### src/rtl/sonar_burst_tx.sv
// Differential 40 kHz transducer burst generator with break-before-make dead time
// and a ring-down holdoff that blanks the receive path after each burst.
module sonar_burst_tx #(
  parameter int unsigned HALF_PERIOD = 337,
  parameter int unsigned DEAD        = 8,
  parameter int unsigned HOLDOFF     = 2700
) (
  input  logic       clk,
  input  logic       nRST,
  input  logic       start,
  input  logic       abort,
  input  logic [5:0] burstLen,
  output logic       pulseP,
  output logic       pulseN,
  output logic       busy,
  output logic       blank,
  output logic       done
);

  localparam int unsigned MAX_CNT = (HALF_PERIOD > HOLDOFF) ? HALF_PERIOD : HOLDOFF;
  localparam int unsigned CNT_W   = ($clog2(MAX_CNT + 1) > 12) ? $clog2(MAX_CNT + 1) : 12;

  localparam logic [CNT_W-1:0] DRV_LAST  = CNT_W'(HALF_PERIOD - DEAD - 1);
  localparam logic [CNT_W-1:0] DEAD_LAST = CNT_W'((DEAD > 0) ? DEAD - 1 : 0);
  localparam logic [CNT_W-1:0] RING_LAST = CNT_W'(HOLDOFF - 1);

  typedef enum logic [2:0] {
    IDLE,
    DRV_P,
    DEAD_P,
    DRV_N,
    DEAD_N,
    RING
  } state_t;

  state_t           state;
  logic [CNT_W-1:0] phase_cnt;
  logic [5:0]       period_cnt;
  logic [5:0]       len_q;
  logic             drive_state;
  logic             last_period;

  // NOTE: every signal written in always_comb gets a value on every path, so no latch is inferred.
  always_comb begin
    drive_state = (state == DRV_P) || (state == DEAD_P) ||
                  (state == DRV_N) || (state == DEAD_N);
    // Widened compare so a 63-period burst cannot wrap the period counter.
    last_period = (({1'b0, period_cnt} + 7'd1) >= {1'b0, len_q});
  end

  // NOTE: all state and output registers use non-blocking assignments so every
  // update in this block sees the values from before the clock edge.
  always_ff @(posedge clk or negedge nRST) begin
    if (!nRST) begin
      state      <= IDLE;
      phase_cnt  <= '0;
      period_cnt <= '0;
      len_q      <= '0;
      pulseP     <= 1'b0;
      pulseN     <= 1'b0;
      busy       <= 1'b0;
      done       <= 1'b0;
    end else begin
      done <= 1'b0;
      if (abort && drive_state) begin
        state     <= RING;
        phase_cnt <= '0;
        pulseP    <= 1'b0;
        pulseN    <= 1'b0;
      end else begin
        unique case (state)
          IDLE: begin
            if (start && !abort) begin
              len_q      <= burstLen;
              phase_cnt  <= '0;
              period_cnt <= '0;
              busy       <= 1'b1;
              if (burstLen != 6'd0) begin
                state  <= DRV_P;
                pulseP <= 1'b1;
              end else begin
                state <= RING;
              end
            end
          end

          DRV_P: begin
            if (phase_cnt == DRV_LAST) begin
              phase_cnt <= '0;
              pulseP    <= 1'b0;
              if (DEAD != 0) begin
                state <= DEAD_P;
              end else begin
                state  <= DRV_N;
                pulseN <= 1'b1;
              end
            end else begin
              phase_cnt <= phase_cnt + 1'b1;
            end
          end

          DEAD_P: begin
            if (phase_cnt == DEAD_LAST) begin
              phase_cnt <= '0;
              state     <= DRV_N;
              pulseN    <= 1'b1;
            end else begin
              phase_cnt <= phase_cnt + 1'b1;
            end
          end

          DRV_N: begin
            if (phase_cnt == DRV_LAST) begin
              phase_cnt <= '0;
              pulseN    <= 1'b0;
              if (DEAD != 0) begin
                state <= DEAD_N;
              end else begin
                period_cnt <= period_cnt + 6'd1;
                if (last_period) begin
                  state <= RING;
                end else begin
                  state  <= DRV_P;
                  pulseP <= 1'b1;
                end
              end
            end else begin
              phase_cnt <= phase_cnt + 1'b1;
            end
          end

          DEAD_N: begin
            if (phase_cnt == DEAD_LAST) begin
              phase_cnt  <= '0;
              period_cnt <= period_cnt + 6'd1;
              if (last_period) begin
                state <= RING;
              end else begin
                state  <= DRV_P;
                pulseP <= 1'b1;
              end
            end else begin
              phase_cnt <= phase_cnt + 1'b1;
            end
          end

          RING: begin
            if (phase_cnt == RING_LAST) begin
              phase_cnt <= '0;
              state     <= IDLE;
              busy      <= 1'b0;
              done      <= 1'b1;
            end else begin
              phase_cnt <= phase_cnt + 1'b1;
            end
          end

          default: begin
            state  <= IDLE;
            pulseP <= 1'b0;
            pulseN <= 1'b0;
            busy   <= 1'b0;
          end
        endcase
      end
    end
  end

  assign blank = busy;

endmodule
### config.mk
export PLATFORM = sky130hd
export DESIGN_NAME = sonar_burst_tx
export DESIGN_NICKNAME = d
export VERILOG_FILES = /design/src/rtl/sonar_burst_tx.sv
export SDC_FILE = /design/constraint.sdc
export NUM_CORES = 1
export LEC_CHECK = 0
export ABC_AREA = 1
export BUFFER_PORTS_ARGS = -buffer_cell sky130_fd_sc_hd__buf_2
export CORE_ASPECT_RATIO = 2
export CORE_MARGIN = 5
export CORE_UTILIZATION = 63
export CTS_CLUSTER_SIZE = 12
export DETAILED_ROUTE_END_ITERATION = 10
export HOLD_SLACK_MARGIN = 0.15
export PLACE_DENSITY = 0.83
export SYNTH_ARGS = -nofsm -noshare
export SYNTH_HDL_FRONTEND = slang
export SYNTH_SLANG_ARGS = --single-unit
### constraint.sdc
create_clock -name clk -period 5.2 [get_ports clk]
set_input_delay 0.52 -clock clk [delete_from_list [all_inputs] [get_ports clk]]
set_output_delay 0.52 -clock clk [all_outputs]
set_load 0.05 [all_outputs]
# After elaboration in Yosys (flattened, before gate mapping)
# Cells that the tools add are included.
# op_classes
addsub	3
order_cmp	1
n_eq_ne	21
n_mux	35
n_bitwise	2
reduce_logical	22
# op_table
operator	n
12-bit two-way mux	5
12-bit case mux with 4 select lines	1
3-bit two-way mux	9
3-bit case mux with 6 select lines	1
1-bit two-way mux	13
12-bit by 1-bit adder with 12-bit output (second input constant)	1
12-bit == test (second input constant)	1
12-bit by 3-bit == test with 1-bit output (second input constant)	1
12-bit by 9-bit == test with 1-bit output (second input constant)	1
6-bit two-way mux	2
3-bit by 1-bit inequality test with 1-bit output (second input constant)	4
6-bit case mux with 2 select lines	1
6-bit AND reduction	2
3-bit inequality test (second input constant)	3
4-bit AND reduction	2
4-bit OR reduction	2
6-bit by 1-bit adder with 7-bit output (second input constant)	1
7-bit by 6-bit greater-or-equal comparator with 1-bit output	1
6-bit by 1-bit adder with 6-bit output (second input constant)	1
3-bit by 2-bit == test with 1-bit output (second input constant)	2
3-bit == test (second input constant)	2
2-bit by 1-bit inequality test with 1-bit output (second input constant)	3
1-bit case mux with 3 select lines	2
3-bit AND reduction	2
other kinds (15)	21
# word_totals
regBits	31
input_bits	10
output_inout_bits	5
elab_cells	92

# Longest topological paths before layout
# Gate-level depths: netlist of run 1.
# depth
depth_word	7
ltp_mapped	14
mapped_depth_nobuf	14

# Worst setup path after synthesis of run 1
# No wires, ideal clock.
# synth_timing
path_type	register to register
from	register period_cnt[0]
to	register pulseP
setup_time_ns	0.119
arrival_ns	1.676
required_time_ns	5.081
slack_ns	3.405
stages_incl_launch_ff	15
n_path_buf	0
path_cell_list	dfrtp_1 -> ha_1 -> nand3_1 -> xnor2_1 -> ha_1 -> nand2_1 -> nand2_1 -> nand2_1 -> nand2_1 -> nor2_1 -> nand2_1 -> nand3_1 -> nand3_1 -> nand2_1 -> nand2_1
# synth_via
elab_chain_cells	4
# synth_lines
element	line	rtl
from (decl)	38	logic [5:0] period_cnt;
from (signal assigned)	119	period_cnt <= period_cnt + 6'd1;
from (signal assigned)	135	period_cnt <= period_cnt + 6'd1;
6-bit by 1-bit adder with 7-bit output	48	last_period = (({1'b0, period_cnt} + 7'd1) >= {1'b0, len_q});
7-bit by 6-bit greater-or-equal comparator with 1-bit output	48	
3-bit by 2-bit inequality test with 1-bit output (no source line)	--	
6-bit AND reduction (no source line)	--	
to (signal assigned)	59	pulseP <= 1'b0;
to (signal assigned)	68	pulseP <= 1'b0;
to (signal assigned)	80	pulseP <= 1'b1;
to (decl)	13	output logic pulseP,
# Every way passes these cells.
# A chain may end at the register's enable or synchronous reset.

# Worst setup path after layout of run 1
# Same ends and word-level chain as after synthesis.

==> metrics.md, run 1 <==
| Metric | Value |
|---|---|
| Simple-Gate Fraction of Synth Area | a little over a third |
| Register bit total from synthesis | 31 |
| Final setup fails | 0 |
| Crit path top cell by count | nand2_1 |
| Yosys top cell area share | 34.83% |
| Share of the core filled with cells | 71.79% |
| Mux share of post-synthesis cell area | 0% |
| Lkg Pwr | 0.001252 µW |
| Post-Syn Instances | about 310 |
| Clock sink total | 31 |
| Hold Crit Class | in -> async |
| Detail-routed net length per standard cell | 13.64 µm |
| Unique masters post-synth | 32 |
| CTS tree | yes |
| Adder-cell share of the synthesized area | a little over 5% |
| Fraction of layout cells with a size suffix above 1 | 15.71% |
| Slew @ Worst Pin | around 0.69 ns |
| Filler Cell Count | roughly 310 |
| CTS clock-pin slew for the worst setup and hold paths | about 0.070 ns |
| Int Pwr | approximately 640 µW |
| Iter 0 DRT Violations | 80 |
| Initial Util | 65.20% |
| Main synth FF type | dfrtp_1 |
| Most frequent cells after synthesis | nand2_1 (95), inv_1 (40), dfrtp_1 (31), nor2_1 (30), nand3_1 (25) |
| GRT overflow | 0 |
| Via count | 2020 |
| Max_slew headroom | between 50% and 60% |
| Startpoint Class | flop |
| RSZ-0062 raised after global routing | no |
| Flop pwr share | between 20% and 30% |
| Max Cap Viol | 0 |
| N_diodes | 0 |
| Slowest cell delay on critical path | between 0.4 and 0.5 ns |
| Cts repair resizes | 0 |
| Die area | roughly 4900 µm² |
| Most area-hungry cell type in the Yosys netlist | dfrtp_1 |
| Avg Inst Size Synth | a little over 7 µm² |
| Setup TNS | 0 ns |
| Syn_nets | between 300 and 400 |
| Final min period | 1.989 ns |
| Vias per cell | 5.330 |
| Met2 Use GR | between 40% and 50% |
| TritonCTS Buffers | 5 |
| Grt met3 use | under 10% |
| Switching fraction of total power | 47.88% |
| CTS max path bufs | 2 |
| Data required, critical path | about 5.4 ns |
| Final slew viol count | 0 |
| Final Cycle Share | a little under two fifths |
| Status | complete, no violations |
| # Post-CTS Setup Buffers | 0 |
| Pre-antenna DRT Iters | 4 |
| Met1 GRT Util | between 20% and 30% |
| Post-synthesis compound-gate area fraction | about an eighth |
| Clock Latency Late Sink | between 0.2 and 0.3 ns |
| Vias in the first global route | a little over 2000 |
| Detail Route Antenna Nets | 0 |
| Most frequent cell after synthesis | nand2_1 |
| Maximum VDD drop | around 0.28 mV |
| Placer Congestion | approximately 0.98 |
| P per Cell Area | slightly above 500 nW/µm² |
| Fraction of registers with async set/reset | between 90% and 100% |
| PortBufs | 14 |
| Cell Chain, Critical Path | ha_1 -> nand3_1 -> xnor2_1 -> ha_1 -> nand2_1 -> nand2_1 -> nand2_1 -> nand2_1 -> nor2_1 -> nand2_1 -> nand3_1 -> nand3_1 -> nand2_1 -> nand2_1 |
| Crit path DAT | between 2 and 2.5 ns |
| Xor-xnor portion of the synthesized cell area | under 10% |
| CP max stage cell | dfrtp_1 |
| # DRC | 0 |
| Layout Skew | 0.01034 ns |
| Dpl hpwl | roughly 4100 µm |
| Antenna violations before repair | 0 |
| Clock network power share | between 20% and 30% |
| Critical Setup Path Class | reg -> reg |
| All-layer global routing usage | approximately 25% |
| H-tree depth | 2 |
| Top Ports | 15 |
| Post-detailed-routing wire length | approximately 5200 µm |
| Root Driver | clkbuf_8 |
| Combinational power share | approximately half |
| Rows | 30 |
| Seq/Total Area, Yosys | around a third |
| Largest family of logic cells by synthesized area | simple AND/OR/NAND/NOR gates |
| Synth warn | 0 |
| Count of final hold-check violations | 0 |
| P_sw | 590.6 µW |
| Nets@finish | between 300 and 400 |
| Die Wd | roughly 52 µm |
| First-pass GRT wire length | just under 9000 µm |
| Synth top area cells | dfrtp_1 (35%), nand2_1 (16%), inv_1 (6.7%), nand3_1 (5.6%), ha_1 (5.1%) |
| Max Clock Freq | a little over 500 MHz |
| Post-CTS Hold Fix Bufs | 0 |
| Total core area | between 3000 and 4000 µm² |
| Number of synthesized flops with an enable pin | 0 |
| Cell Area, Synth | between 2000 and 2500 µm² |
| Area Overhead vs Synth | 10.11% |
| GRT Max-Usage Layer | met2 |
| Die Y | between 90 and 100 µm |
| Setup crit end kind | flop |
| Largest net degree at the start of global routing | 32 |
| Worst Path Max Fanout | 5 |
[critical path, delay by kind of cell (launching register included)]
family        cells  cell delay (ns)
simple gates     11             0.75
flops             1             0.42
xor+xnor          1             0.22
fa+ha+maj         2             0.49
[power groups by stage]
stage / combinational, µW / sequential [µW] / clock (µW)
floorplan: 487 / 368 / 0
global placement: 626 / 350 / 0
detailed placement: 637 / 352 / 0
CTS: 641 / 348 / 255
global route: 719 / 356 / 262
finish: 638 / 348 / 247
[per-layer routing]
layer / vias to the layer above / share of wire, %
li1: 1027 / -
met2: 46 / 58
met1: 923 / 34
met3: 24 / 2.5
met5: - / 0
met4: 0 / 5.3
[state kept, by name, indices dropped and copies added, names as in the netlist]
register    flops
phase_cnt      12
len_q           6
period_cnt      6
state           3
blank           1
done            1
pulseN          1
pulseP          1
[layout by cell type, fill, tap and decap left out, types with 2 or more instances in the layout]
cell type and count:
nand2_1 95, inv_1 40, dfrtp_1 31, nor2_1 30, nand3_1 25, buf_2 14
o21ai_0 13, ha_1 9, xor2_1 8, o21ai_1 8, nor3_1 7, o21ai_2 6
clkbuf_8 6, inv_2 5, a21oi_2 5, a21oi_1 4, nand4_1 3, nand2_4 2
nor2_2 2, nand2_2 2, nand3_4 2, o21ai_4 2
[layout make-up]
type | instances | area [µm²] | area share, %
clock buffer | 6 | 82.58 | 3.367
clock inverter | 2 | 35.03 | 1.429
inverter | 46 | 175.2 | 7.143
multi-input combinational | 232 | 1254 | 51.12
sequential | 31 | 775.7 | 31.63
tap | 48 | 60.06 | 2.449
timing repair buffer | 14 | 70.07 | 2.857
[through the flow]
step | power [µW] | hold WS (ns) | cells | setup slack, ns | area [µm²]
global placement | 975.8 | 0.4680 | 371 | 3.332 | 2335
floorplan | 855.1 | 0.2244 | 313 | 3.405 | 2227
finish | 1234 | 0.2718 | 379 | 3.211 | 2452
detailed placement | 988.5 | 0.4742 | 371 | 3.247 | 2335
global route | 1336 | 0.3257 | 379 | 3.028 | 2452
CTS | 1243 | 0.2867 | 379 | 3.223 | 2452
[logic make-up after synthesis]
family / Yosys count
xor+xnor: 9
flops: 31
fa+ha+maj: 9
compound gates: 41
simple gates: 173
buf+inv: 50
[worst paths after layout]
kind / start / end / slack, ns / cells past startpoint
setup / recovery: period_cnt[0] / pulseP / 3.21 / 14
hold / removal: nRST / len_q[5] / 0.27 / 1
setup reg to reg: period_cnt[0] / pulseP / 3.21 / 14
hold reg to reg: pulseP / pulseP / 0.48 / 2
max in group asynchronous: nRST / state[1] / 4.47 / 1
min in group clk: burstLen[0] / len_q[0] / 0.45 / 3
Power figures use the tool's default switching activity.
==> inputs of run 2 (changes only) <==
Settings changed: CORE_UTILIZATION 63 to 55, PLACE_DENSITY 0.83 to 0.76.
Clock period 5.2 ns to 1.7 ns, I/O delays scaled along.
==> metrics.md, run 2 (synthesized netlist as in run 1, its figures left out) <==
| Metric | Value |
|---|---|
| Worst Path Max Fanout | 3 |
| Register area | slightly below 800 µm² |
| First-pass GRT wire length | 9908 µm |
| Wire length on met1 | approximately 2000 µm |
| Startpoint Class | flop |
| Fin cells | 414 |
| Most flops, register | phase_cnt |
| Die Y | around 100 µm |
| GRT overflow | 0 |
| Pre-antenna DRT Iters | 4 |
| Die area | roughly 5500 µm² |
| TritonCTS Buffers | 5 |
| Vias in the first global route | about 2200 |
| Critical Setup Path Class | reg -> reg |
| Dpl hpwl | around 4500 µm |
| Via count | around 2200 |
| Iter 0 DRT Violations | 64 |
| Failing checks | negative setup slack |
| Crit path DAT | around 2.2 ns |
| Final setup fails | 2 |
| Nets@finish | 381 |
| Clock Latency Late Sink | ~0.29 ns |
| Setup TNS | -0.5222 ns |
| Final Cycle Share | 116.5% |
| Slew @ Worst Pin | around 0.7 ns |
| Detail-routed net length per standard cell | 14.95 µm |
| P per Cell Area | about 1500 nW/µm² |
| Fraction of layout cells with a size suffix above 1 | between 20% and 30% |
| Cells after DPL | about 400 |
| RSZ-0062 raised after global routing | yes |
| Cell Chain, Critical Path | ha_4 -> xor2_2 -> ha_1 -> a21oi_2 -> nand3_1 -> nand2_1 -> nand2_2 -> nand3_2 -> nand3_2 -> nand2_1 -> nand2_1 |
| Root Driver | clkbuf_8 |
| Final Worst Setup Slack | -0.2804 ns |
| CTS tree | yes |
| Filler Cell Count | 316 |
| Vias per cell | between 5 and 6 |
| Post-detailed-routing wire length | approximately 6200 µm |
| CTS clock-pin slew for the worst setup and hold paths | around 0.080 ns |
| Max Clock Freq | 504.9 MHz |
| PortBufs | 14 |
| Hold Crit Class | in -> reg |
| Maximum VDD drop | approximately 1.4 mV |
| Slowest cell delay on critical path | 0.44 ns |
| Multi-input logic area | 1364 µm² |
| Top Registers | phase_cnt: 12 flops, len_q: 6 flops, period_cnt: 6 flops |
| Placer Congestion | 0.9389 |
| Share of the core filled with cells | 72.84% |
| Top Ports | 15 |
| Lkg Pwr | around 0.0014 µW |
| Final slew viol count | 0 |
| Met3 WL | around 170 µm |
| Most frequent cells in the layout | nand2_1 (89), inv_1 (36), nor2_1 (29), dfrtp_1 (29), buf_4 (26) |
| Initial Util | 57.35% |
| Count of final hold-check violations | 0 |
| Clock sink total | 31 |
| # DRC | 0 |
| Top Metal Used | met4 |
| All-layer global routing usage | between 20 and 25% |
| Rows | 32 |
| Total core area | a little under 4000 µm² |
| Crit path top cell by count | nand2_1 |
| Most common cell after layout, fill and taps aside | nand2_1 |
| DP Area | ~2500 µm² |
| Max Cap Viol | 0 |
| Largest net degree at the start of global routing | 32 |
| H-tree depth | 2 |
| Final Cell Area | 2829 µm² |
| WL met2 | 3598 µm |
| Detail Route Antenna Nets | 0 |
| Max reg flops | 12 |
| CP max stage cell | dfrtp_2 |
| Final min period | between 1.5 and 2 ns |
| Setup crit end kind | flop |
| Data required, critical path | about 1.9 ns |
| Max_slew headroom | 53.90% |
| Layout Skew | ~0.014 ns |
| N_diodes | 0 |
| CTS max path bufs | 2 |
| Area Overhead vs Synth | 27.02% |
| Antenna violations before repair | 0 |
| Die Wd | ~55 µm |
| Status | finished with violations |
| Pre-CTS setup slack | -0.2567 ns |
-- run 2: layout make-up --
type / instances / area share, %
Clock inverter: 3 / 1.548
Multi-Input combinational cell: 232 / 48.21
Timing Repair Buffer: 46 / 11.85
Sequential cell: 31 / 27.51
Clock buffer: 5 / 2.433
Tap cell: 51 / 2.256
Inverter: 46 / 6.192
-- run 2: worst paths after layout --
check / startpoint / slack, ns / cells after the start / end
setup reg to reg: period_cnt[1] / -0.28 / 11 / pulseP
min in group asynchronous: nRST / 0.45 / 2 / len_q[3]
hold / removal: burstLen[5] / 0.16 / 3 / len_q[5]
max in group asynchronous: nRST / 0.74 / 2 / state[2]
setup / recovery: period_cnt[1] / -0.28 / 11 / pulseP
hold reg to reg: pulseP / 0.49 / 2 / pulseP
-- run 2: layer usage --
metal / vias to the layer above / track usage [%]
met5: - / 0
met1: 1033 / 22.84
met3: 34 / 4.012
met4: 0 / 15.54
li1: 1091 / -
met2: 57 / 46.17
-- run 2: through the flow --
step / total power, µW / hold WS [ns]
floorplan: 2618 / -0.1256
global placement: 3293 / 0.2507
detailed placement: 3335 / 0.2552
CTS: 4129 / 0.1572
global route: 4571 / 0.1995
finish: 4267 / 0.1580
-- run 2: repair_timing --
action / 4_1_cts / 5_1_grt
hold buffers: 5 / 0
endpoints found under the setup margin: 8 / 20
pin swaps: 6 / 7
endpoints found under the hold margin: 35 / 0
gates resized for setup: 5 / 22
cloned: 0 / 0
buffers inserted: 1 / 5
-- run 2: power breakdown --
| group | internal (µW) | total (µW) | switching (µW) |
|---|---|---|---|
| Sequential | 913 | 1070 | 157 |
| Combinational | 906 | 2460 | 1560 |
| Clock | 436 | 732 | 296 |
| Total | 2250 | 4270 | 2010 |
-- run 2: critical path: cells and delay by family (launching register included) --
| kind | cells | cell delay (ns) |
|---|---|---|
| flip-flops | 1 | 0.44 |
| AND/OR/NAND/NOR | 7 | 0.59 |
| AO/OA/AOI/OAI | 1 | 0.15 |
| XOR/XNOR | 1 | 0.16 |
| adder cells (fa/ha/maj) | 2 | 0.54 |
